## config.mk

```make
export PLATFORM = sky130hd
export DESIGN_NAME = iaxi_auto_load_master
export DESIGN_NICKNAME = d
export VERILOG_FILES = /design/src/rtl/iaxi_auto_load_master_pkg.sv /design/src/rtl/iaxi_auto_load_master.sv
export SDC_FILE = /design/constraint.sdc
export NUM_CORES = 1
export LEC_CHECK = 0
export CORE_MARGIN = 3
export CORE_UTILIZATION = 34
export CTS_CLUSTER_SIZE = 40
export DETAILED_ROUTE_END_ITERATION = 12
export GPL_TIMING_DRIVEN = 0
export PLACE_DENSITY = 0.76
export RECOVER_POWER = 25
export SYNTH_ARGS = -nofsm -noshare
export SYNTH_HDL_FRONTEND = slang
export SYNTH_SLANG_ARGS = --single-unit
```

## constraint.sdc

```tcl
create_clock -name clk -period 1.95 [get_ports clk]
set_clock_uncertainty 0.15 [all_clocks]
set_input_delay 0.195 -clock clk [delete_from_list [all_inputs] [get_ports clk]]
set_output_delay 0.195 -clock clk [all_outputs]
set_load 0.02 [all_outputs]
```

## src/rtl/iaxi_auto_load_master_pkg.sv

```systemverilog
// Shared widths and AXI encodings for the ITCM auto-load read master.
package iaxi_auto_load_master_pkg;

  localparam int unsigned ADDR_WIDTH     = 32;
  localparam int unsigned DATA_WIDTH     = 32;
  localparam int unsigned AXI_ADDR_WIDTH = 32;

  localparam logic [1:0] AXI_RESP_OKAY  = 2'b00;
  localparam logic [1:0] AXI_BURST_INCR = 2'b01;
  localparam logic [2:0] AXI_SIZE_4B    = 3'b010;
  localparam logic [2:0] AXI_PROT_INSTR = 3'b100;
  localparam logic [7:0] AXI_LEN_SINGLE = 8'd0;

  // SLVERR (2'b10) and DECERR (2'b11) both carry bit 1 set.
  function automatic logic resp_is_err(input logic [1:0] resp);
    return resp[1];
  endfunction

endpackage

```

## src/rtl/iaxi_auto_load_master.sv

```systemverilog
// Single-beat AXI4 read master for ITCM auto-load: one word per request,
// bounded retry on error responses, ERR_DATA substituted when retries run out.
module iaxi_auto_load_master
  import iaxi_auto_load_master_pkg::*;
#(
  parameter int unsigned           RETRY_MAX = 2,
  parameter logic [DATA_WIDTH-1:0] ERR_DATA  = 32'h0000_0013
) (
  input  logic                      clk,
  input  logic                      rst,
  input  logic                      itcm_access_AXI,
  input  logic [ADDR_WIDTH-1:0]     itcm_auto_load_addr,
  output logic                      IAXI_ready,
  output logic [DATA_WIDTH-1:0]     IAXI_read_data,
  output logic                      IAXI_read_data_valid,
  output logic                      IAXI_load_err,
  output logic                      IAXI_ARVALID,
  input  logic                      IAXI_ARREADY,
  output logic [AXI_ADDR_WIDTH-1:0] IAXI_ARADDR,
  output logic [7:0]                IAXI_ARLEN,
  output logic [2:0]                IAXI_ARSIZE,
  output logic [1:0]                IAXI_ARBURST,
  output logic [2:0]                IAXI_ARPROT,
  input  logic                      IAXI_RVALID,
  output logic                      IAXI_RREADY,
  input  logic [DATA_WIDTH-1:0]     IAXI_RDATA,
  input  logic [1:0]                IAXI_RRESP,
  input  logic                      IAXI_RLAST
);

  localparam int unsigned CntW = (RETRY_MAX > 0) ? $clog2(RETRY_MAX + 1) : 1;

  typedef enum logic [1:0] {StIdle, StAr, StR} state_e;

  state_e                    state_q, state_d;
  logic [AXI_ADDR_WIDTH-1:0] araddr_q, araddr_d;
  logic [DATA_WIDTH-1:0]     rdata_q, rdata_d;
  logic                      pulse_q, pulse_d;
  logic                      load_err_q, load_err_d;
  logic [CntW-1:0]           retry_q, retry_d;

  // RLAST is redundant with ARLEN=0; address byte offset is dropped.
  logic unused_inputs;
  assign unused_inputs = ^{IAXI_RLAST, itcm_auto_load_addr[1:0], IAXI_RRESP[0]};

  // State and datapath registers.
  always_ff @(posedge clk or posedge rst) begin
    if (rst) begin
      state_q    <= StIdle;
      araddr_q   <= '0;
      rdata_q    <= '0;
      pulse_q    <= 1'b0;
      load_err_q <= 1'b0;
      retry_q    <= '0;
    end else begin
      state_q    <= state_d;
      araddr_q   <= araddr_d;
      rdata_q    <= rdata_d;
      pulse_q    <= pulse_d;
      load_err_q <= load_err_d;
      retry_q    <= retry_d;
    end
  end

  // Next-state: IDLE -> AR -> R, looping back to AR on a retryable error.
  always_comb begin
    state_d    = state_q;
    araddr_d   = araddr_q;
    rdata_d    = rdata_q;
    pulse_d    = 1'b0;
    load_err_d = load_err_q;
    retry_d    = retry_q;
    case (state_q)
      StIdle: begin
        if (itcm_access_AXI) begin
          araddr_d = {itcm_auto_load_addr[AXI_ADDR_WIDTH-1:2], 2'b00};
          state_d  = StAr;
        end
      end
      StAr: begin
        if (IAXI_ARREADY) state_d = StR;
      end
      StR: begin
        if (IAXI_RVALID) begin
          if (!resp_is_err(IAXI_RRESP)) begin
            rdata_d = IAXI_RDATA;
            pulse_d = 1'b1;
            retry_d = '0;
            state_d = StIdle;
          end else if (retry_q < CntW'(RETRY_MAX)) begin
            retry_d = retry_q + CntW'(1);
            state_d = StAr;
          end else begin
            rdata_d    = ERR_DATA;
            pulse_d    = 1'b1;
            load_err_d = 1'b1;
            retry_d    = '0;
            state_d    = StIdle;
          end
        end
      end
      default: state_d = StIdle;
    endcase
  end

  assign IAXI_ready           = (state_q == StIdle);
  assign IAXI_ARVALID         = (state_q == StAr);
  assign IAXI_RREADY          = (state_q == StR);
  assign IAXI_ARADDR          = araddr_q;
  assign IAXI_read_data       = rdata_q;
  assign IAXI_read_data_valid = pulse_q;
  assign IAXI_load_err        = load_err_q;
  assign IAXI_ARLEN           = AXI_LEN_SINGLE;
  assign IAXI_ARSIZE          = AXI_SIZE_4B;
  assign IAXI_ARBURST         = AXI_BURST_INCR;
  assign IAXI_ARPROT          = AXI_PROT_INSTR;

endmodule

```

==> results of run 1 <==
## cells in the final DEF (no fill, tap or decap), types with 4 or more instances in the layout
master           Yosys  final
dfrtp_1             68     68
buf_4               20     20
clkbuf_8             0     10
buf_6                6      6
mux2_1               4      4
clkdlybuf4s50_1      0    130
a22o_1              30     30
conb_1               2     18
mux2_2              26     26
## power groups by stage
stage / combinational, mW / clock [mW] / sequential (mW)
6_report: 3.40 / 1.14 / 2.42
5_1_grt: 3.59 / 1.26 / 2.50
4_1_cts: 3.47 / 1.19 / 2.42
3_5_place_dp: 3.47 / 0 / 2.44
3_3_place_gp: 3.42 / 0 / 2.41
2_1_floorplan: 1.03 / 0 / 3.18
## final timing paths
check                               from                end  depth (start not counted)
max                           state_q[1]        IAXI_RREADY                          2
min                                  rst    IAXI_ARADDR[13]                          2
max reg2reg                   state_q[1]     IAXI_ARADDR[6]                          4
min reg2reg                IAXI_load_err      IAXI_load_err                          1
max in group asynchronous            rst  IAXI_read_data[2]                          3
min in group clk           IAXI_RDATA[0]  IAXI_read_data[0]                          2
## per-stage QoR
step | power [mW] | instances | setup WS, ns | hold WS, ns
2_1_floorplan | 4.21 | 199 | 0.222 | 0.171
3_3_place_gp | 5.83 | 432 | -0.0162 | 0.307
3_5_place_dp | 5.91 | 433 | 0.113 | 0.315
4_1_cts | 7.08 | 449 | 0.00705 | 0.200
5_1_grt | 7.35 | 449 | 0.0993 | 0.279
6_report | 6.95 | 449 | 0.197 | 0.300
## worst max-delay path, cell delays in order, from the launching register on
cell and delay [ns]:
dfrtp_1 0.46, nor2b_1 0.25, dlygate4sd2_1 0.37
## cell type report
| type | count | area share, % |
|---|---|---|
| Buffer | 27 | 5.02 |
| Multi-Input combinational cell | 101 | 18.6 |
| Timing Repair Buffer | 135 | 30.4 |
| Clock inverter | 6 | 1.41 |
| Tap cell | 99 | 2.79 |
| Inverter | 3 | 0.338 |
| Sequential cell | 68 | 38.3 |
| Clock buffer | 10 | 3.10 |
## registers in the layout, indices dropped and copies added, names as in the netlist
signal                cells
IAXI_read_data           32
retry_q                   2
IAXI_ARADDR              30
IAXI_load_err             1
state_q                   2
IAXI_read_data_valid      1
## kinds of logic (layout without fill, tap and decap cells)
family,after synthesis,in the layout,synth area share (%)
flops,68,68,63.0
buf+inv,30,181,8.66
simple gates,15,15,3.75
compound gates,38,38,11.9
mux,30,30,12.5
other cells,2,18,0.278
## repair_timing
item / in CTS / in global routing
endpoints found under the setup margin: 2 / 1
gates cloned: 0 / 0
gates resized for setup: 2 / 1
## metal layers
layer	global-route usage (%)	vias up
met4	3.61	0
met5	0	-
met3	6.16	5
met2	24.2	80
li1	-	938
met1	17.1	971
==> summary.txt, run 1 <==
Cells and area
  • FILL cells: 629
  • Final Net Count: 417
  • Syn-to-layout area delta: 64.3%
  • Reg area: 1700 µm²
  • ANT cells: 0
  • Layout cells sized above 1: a little over a fifth
  • Util after Layout: 59.3%
  • Design area: 4440 µm²
  • Multi-input gate area: 827 µm²

Global routing
  • Grt ovf: 0
  • Largest net degree at the start of global routing: 36
  • First-pass GRT wire length: 9990 µm
  • Initial antenna violation count: 0
  • Vias in the first global route: about 2000
  • Global Route Usage Sum: 14.4%

Synthesis
  • Yosys top cell area share: 63.0%
  • Syn Inst Count: 183
  • Syn avg cell area: approximately 15 µm²
  • Synth area leaders: dfrtp_1, mux2_2, a22o_1
  • Async S/R FF share, synth: between 90% and 100%
  • Dominant cell type by area after synthesis: dfrtp_1
  • Synthesis-stage register bit count: 68
  • Post-synth EDFFs: 0
  • Sequential element share of the synthesized area: between 60% and 70%
  • Synth top cells by count: dfrtp_1, a22o_1, mux2_2
  • Ys flop type: dfrtp_1
  • Synthesized area: between 2000 and 3000 µm²
  • Distinct cells, synth: 23
  • Count leader, synth: dfrtp_1
  • Synth warn: 0

Timing
  • Setup total negative slack: 0 ns
  • Final Cycle Share: around nine tenths
  • Tightest Pin Transition: approximately 0.73 ns
  • RSZ-0062 raised after global routing: false
  • Final number of setup-violating endpoints: 0
  • Final Hold Vio Count: 0
  • Min Tclk post-route: ~1.8 ns
  • Top achievable clock speed: around 570 MHz
  • Slew Viols, Final: 0
  • Slew margin rel.: 51.2%

Critical path
  • Worst Setup End Kind: output port
  • WP data arrival: 1.41 ns
  • Worst EP required: roughly 1.6 ns
  • Critical path class: register to output port
  • Nature of the critical path startpoint: register
  • Worst R2R Setup Slack: between 0.3 and 0.4 ns
  • CP Max Fanout: 6

Floorplan
  • IO Count: 157
  • Die span in y: 95.2 µm
  • Starting density of the core: 36.1%
  • Core area: around 7500 µm²
  • Die W: 95.2 µm
  • Die area: about 9100 µm²
  • Row count: 31

Clock tree
  • # hold bufs at CTS: 0
  • CTS tree: done
  • Clock Latency Late Sink: about 0.33 ns
  • Clk root buf: clkbuf_8
  • Clk sink count: 68
  • Clock slew at reported path FFs: roughly 0.070 ns
  • H-tree Lvls: 3
  • Post-CTS Setup Repair Bufs: 0
  • Clock buffer depth: 2
  • CTS Buf Count: 9

Worst hold path
  • Hold WC Path Type: primary input to async pin

Pwr
  • Combinational power share: 48.9%
  • Reg power frac: a little over a third
  • Cell Pwr Density: 1570 nW/µm²
  • Leakage power total: between 1.5 and 2 nW
  • Switching Fraction: between 30% and 40%
  • Worst VDD drop: 0.000690 V
  • Sw power: roughly 2.4 mW
  • P_int: approximately 4.5 mW
  • Clock share of power: 16.3%

Placement
  • Post-DP Area: 4250 µm²
  • Routability cong.: between 0.6 and 0.7
  • DP HPWL: between 5000 and 6000 µm
  • I/O Buffers: 134

Route
  • Met3 wire len: 603 µm
  • Vias: 1994
  • Max layer used: met4
  • DR iter-0 viols: 58
  • DRT Wirelength: 6440 µm
  • Post-Route M1 WL: around 2500 µm
  • Drt wl/cell: 14.3 µm
  • Detail Route Antenna Nets: 0
  • Met2 wire len: about 3300 µm
  • Drc violations: 0
  • Drt via density: around 4.4
  • DRT Pass-1 Iters: 4

Job
  • Max-cap viol count: 0

Outcome
  • Status: finished, final reports clean
Note: power is estimated with default switching activity, not from simulation.
==> run 2: changes to the inputs <==
Settings changed: MAX_ROUTING_LAYER from default to met4.
==> summary.txt, run 2 (synthesized netlist as in run 1, its figures left out) <==
Placement
  • Routability cong.: approximately 0.7
  • DP HPWL: 5040 µm
  • I/O Buffers: 134
  • Placed insts: between 400 and 500
  • Post-DP Area: 4250 µm²

Floorplan
  • Starting density of the core: 36.1%
  • IO Count: 157
  • Die W: 95.2 µm
  • Die span in y: approximately 95 µm
  • Row count: 31
  • Die area: 9050 µm²
  • Core area: 7490 µm²

Route
  • Drt wl/cell: 14.3 µm
  • DRT Wirelength: 6440 µm
  • Drt via density: 4.44
  • DRT Pass-1 Iters: 4
  • Drc violations: 0
  • DR iter-0 viols: 58
  • Detail Route Antenna Nets: 0
  • Vias: 1993

Global routing
  • Global Route Usage Sum: 14.9%
  • Initial antenna violation count: 0
  • Grt ovf: 0
  • First-pass GRT wire length: 9990 µm
  • Largest net degree at the start of global routing: 36
  • Vias in the first global route: 2045

Timing
  • Slew margin rel.: 51.3%
  • Final number of setup-violating endpoints: 0
  • Min Tclk post-route: 1.75 ns
  • RSZ-0062 raised after global routing: false
  • Tightest Pin Transition: 0.730 ns
  • Top achievable clock speed: 571 MHz
  • Final Cycle Share: 89.9%
  • Final Hold Vio Count: 0
  • Slew Viols, Final: 0
  • WHS: between 0.3 and 0.4 ns

Critical path
  • Critical path class: register to output port
  • Critical-path top delay cell: dfrtp_1
  • Crit path to: IAXI_RREADY
  • R2R cell count: 4
  • Worst EP required: 1.60 ns
  • Worst Setup End Kind: output port
  • Reg2Reg Launch Point: state_q[1]
  • Nature of the critical path startpoint: register
  • Crit path cell chain: nor2b_1 > dlygate4sd2_1
  • Critical path's largest stage delay: between 0.4 and 0.5 ns
  • Worst R2R Setup Slack: 0.38 ns
  • Crit path launch: state_q[1]
  • Worst r2r dst: IAXI_ARADDR[6]
  • WP data arrival: 1.41 ns
  • CP Max Fanout: 6

Pwr
  • Pwr Total: 6.95 mW
  • Leakage power total: 1.98 nW
  • Cell Pwr Density: 1570 nW/µm²
  • Worst VDD drop: 0.000690 V

Clock tree
  • Clock slew at reported path FFs: 0.07 ns
  • H-tree Lvls: 3
  • CTS tree: done
  • Clk sink count: 68
  • Clock Latency Late Sink: 0.33 ns
  • Clock buffer depth: 2
  • CTS Buf Count: 9
  • Clk root buf: clkbuf_8

Cells and area
  • Commonest non-fill, non-tap cell in the layout: clkdlybuf4s50_1
  • Final cell count without fillers: around 450
  • FILL cells: 629
  • Most frequent cells in the layout: clkdlybuf4s50_1, dfrtp_1, a22o_1
  • Largest register FFs: 32
  • Util after Layout: 59.3%
  • Design area: 4440 µm²
  • Final Net Count: 417
  • Layout cells sized above 1: 21.7%
  • Syn-to-layout area delta: 64.3%
  • ANT cells: 0

Worst hold path
  • Hold WC Path Type: primary input to async pin

Job
  • Max-cap viol count: 0

Outcome
  • Status: finished, final reports clean
run 2: cell counts in the layout (fill, tap and decap cells not counted):
No cell type changed its count.
run 2: how the worst min path moves through the flow:
| stage | startpoint | endpoint | slack [ns] |
|---|---|---|---|
| after floorplan | IAXI_RDATA[0] | IAXI_read_data[0] | 0.17 |
| after global placement | IAXI_load_err | IAXI_load_err | 0.31 |
| after detailed placement | IAXI_load_err | IAXI_load_err | 0.31 |
| after CTS | rst | IAXI_ARADDR[13] | 0.20 |
| after global routing | IAXI_RDATA[9] | IAXI_read_data[9] | 0.28 |
| final | rst | IAXI_ARADDR[13] | 0.30 |
run 2: critical path: cells and delay by family (launching register included):
kind | cells | cell delay [ns]
flops | 1 | 0.46
buf+inv | 1 | 0.37
simple gates | 1 | 0.25
run 2: layout make-up:
| cell class | instances | area [µm²] | area share, % |
|---|---|---|---|
| Sequential cell | 68 | 1700 | 38.3 |
| Clock buffer | 10 | 138 | 3.10 |
| Tap cell | 99 | 124 | 2.79 |
| Clock inverter | 6 | 62.6 | 1.41 |
| Inverter | 3 | 15.0 | 0.338 |
| Buffer | 27 | 223 | 5.02 |
| Multi-Input combinational cell | 101 | 827 | 18.6 |
| Timing Repair Buffer | 135 | 1350 | 30.4 |
run 2: timing repair:
action,in CTS,in global routing
endpoints found under the hold margin,0,0
gates resized for setup,2,1
setup buffers,0,0
setup endpoints to repair,2,1
hold buffers,0,0
run 2: where the power goes:
| group | internal (mW) | leakage [nW] | switching [mW] |
|---|---|---|---|
| Clock | 0.625 | 0.106 | 0.512 |
| Combinational | 1.86 | 1.05 | 1.54 |
| Sequential | 2.06 | 0.833 | 0.353 |
| Total | 4.55 | 1.98 | 2.41 |
run 2: through the flow:
stage                     setup slack (ns)  TNS, ns
final                                0.197        0
after global routing                0.0993        0
after CTS                          0.00705        0
after detailed placement             0.113        0
after global placement             -0.0162   -0.825
after floorplan                      0.222        0
run 2: routing by layer:
metal  part of all wire (%)  vias up  GRT usage, %  wire, µm
met5                      0        -             -         0
met3                    9.4        5          6.16       605
met2                     51       80          24.3      3300
li1                       -      937             -         -
met4                   0.95        0          3.61        61
met1                     38      971          17.0      2470
==> run 3: changes to the inputs <==
Settings changed: CORE_UTILIZATION 34 to 35, DONT_BUFFER_PORTS from default to 1, PLACE_DENSITY 0.76 to default, TNS_END_PERCENT from default to 1.
==> summary.txt, run 3 (synthesized netlist as in run 1, its figures left out) <==
Critical path
  • Critical-path top delay cell: dfrtp_1
  • Crit path cell chain: nor2_1 > and2_4 > buf_6 > mux2_2
  • WP data arrival: 1.92 ns
  • WP buf/inv: 1
  • Nature of the critical path startpoint: register
  • Crit-path leading delay family: simple AND/OR/NAND/NOR gates
  • Worst Setup End Kind: register
  • CP Max Fanout: 10
  • Critical path class: register to register
  • Worst EP required: around 2.0 ns
  • Critical path's largest stage delay: 0.45 ns

Global routing
  • Largest net degree at the start of global routing: 42
  • Grt ovf: 0
  • First-pass GRT wire length: 9800 µm
  • Vias in the first global route: around 1900
  • Global Route Usage Sum: ~15%
  • Initial antenna violation count: 0

Route
  • Vias: around 1800
  • Met3 wire len: 615 µm
  • Drt wl/cell: approximately 17 µm
  • Drc violations: 0
  • Post-Route M1 WL: about 2500 µm
  • DRT Pass-1 Iters: 4
  • Drt via density: 4.62
  • Max layer used: met4
  • Met2 wire len: 3170 µm
  • DRT Wirelength: 6390 µm
  • Detail Route Antenna Nets: 0
  • DR iter-0 viols: 36

Timing
  • Min Tclk post-route: 1.86 ns
  • Tightest Pin Transition: 1.21 ns
  • Final Cycle Share: 95.5%
  • Slew Viols, Final: 0
  • Slew margin rel.: 19.0%
  • Setup total negative slack: 0 ns
  • Final number of setup-violating endpoints: 0
  • Final Hold Vio Count: 0
  • Top achievable clock speed: 537 MHz

Cells and area
  • Layout cells sized above 1: a little over a quarter
  • FILL cells: 652
  • ANT cells: 0
  • Largest register FFs: 32
  • Design area: 3840 µm²
  • Syn-to-layout area delta: 42.1%
  • Most frequent cells in the layout: dfrtp_1, dlygate4sd3_1, a22o_1
  • Final Net Count: around 350

Floorplan
  • Die area: between 8000 and 9000 µm²
  • IO Count: 157
  • Starting density of the core: 36.7%
  • Die span in y: 93.9 µm
  • Core area: 7370 µm²
  • Row count: 31
  • Die W: 93.9 µm

Placement
  • Routability cong.: between 0.6 and 0.7
  • DP HPWL: 4410 µm
  • Post-DP Area: just under 3000 µm²
  • I/O Buffers: 0

Pwr
  • Reg power frac: 55.1%
  • Sw power: 2.29 mW
  • Pwr Total: 6.04 mW
  • Clock share of power: 23.3%
  • Switching Fraction: between 30% and 40%
  • Combinational power share: 21.6%
  • Worst VDD drop: between 0.0005 and 0.0006 V
  • Leakage power total: 1.76 nW
  • Cell Pwr Density: 1570 nW/µm²
  • P_int: approximately 3.7 mW

Clock tree
  • H-tree Lvls: 3
  • Clock buffer depth: 2
  • Post-CTS Setup Repair Bufs: 0
  • Clk sink count: 68
  • Clock Latency Late Sink: ~0.33 ns
  • CTS tree: done
  • Clock slew at reported path FFs: ~0.070 ns
  • Clk root buf: clkbuf_8
  • CTS Buf Count: 9

Worst hold path
  • Hold WC Path Type: primary input to register

Outcome
  • Status: finished, final reports clean

Job
  • Max-cap viol count: 0
run 3: cell count changes in the layout (fill, tap and decap cells not counted):
cell             change
clkinv_2             -2
clkinvlp_2           +1
dlymetal6s2s_1       -1
buf_12               +1
dlygate4sd2_1        -2
clkbuf_4             -1
bufinv_16            +2
inv_6                -1
nor2b_1              -1
clkdlybuf4s50_1    -130
dlygate4sd3_1       +67
nor2b_2              +1
run 3: power by group through the flow:
stage / Sequential [mW] / Clock (mW) / Combinational (mW)
finish: 3.33 / 1.41 / 1.30
global route: 3.42 / 1.53 / 1.43
CTS: 3.34 / 1.46 / 1.31
detailed placement: 3.36 / 0 / 1.18
global placement: 3.34 / 0 / 1.12
floorplan: 3.18 / 0 / 1.03
run 3: area by class of cell:
cell class | count | area [µm²] | share of cell area, %
repair buffers | 69 | 701 | 18.2
flip-flops and latches | 68 | 1700 | 44.3
clock inverters | 6 | 111 | 2.90
plain buffers | 27 | 223 | 5.80
well taps | 99 | 124 | 3.23
inverters | 3 | 12.5 | 0.326
multi-input cells | 101 | 830 | 21.6
clock buffers | 10 | 138 | 3.58
run 3: repair_timing:
item / in CTS / in global routing
hold endpoints to repair: 94 / 0
setup endpoints to repair: 0 / 2
hold buffers: 68 / 0
gates resized for setup: 0 / 1
run 3: path summary, 6_finish.rpt:
| check | slack, ns | cells past startpoint | startpoint | endpoint |
|---|---|---|---|---|
| setup / recovery | 0.09 | 4 | state_q[1] | IAXI_ARADDR[29] |
| hold / removal | 0.04 | 3 | itcm_access_AXI | state_q[0] |
| setup reg to reg | 0.09 | 4 | state_q[1] | IAXI_ARADDR[29] |
| hold reg to reg | 0.36 | 2 | retry_q[0] | retry_q[0] |
| max in group asynchronous | 0.50 | 3 | rst | IAXI_read_data[30] |
| min in group asynchronous | 0.41 | 2 | rst | IAXI_ARADDR[18] |
run 3: stage by stage:
stage          setup WS [ns]  hold WS, ns  util [%]  std cells
2_1_floorplan          0.222        0.171         -        199
3_3_place_gp          0.0887        0.172      39.2        298
3_5_place_dp          0.0758       0.0235      39.5        299
4_1_cts               0.0198       0.0219      52.1        383
5_1_grt            -0.000852       0.0769      52.1        383
6_report              0.0874       0.0411      52.1        383
run 3: tightest hold or removal path, cell delays in order:
cell     delay (ns)
nor2b_1        0.11
a31oi_1        0.04
o21ai_0        0.14
run 3: per-layer routing:
layer  global-route usage (%)  up-vias
met5                        -        -
met4                     6.50        0
met2                     24.5       88
li1                         -      810
met1                     17.1      862
met3                     4.97        8
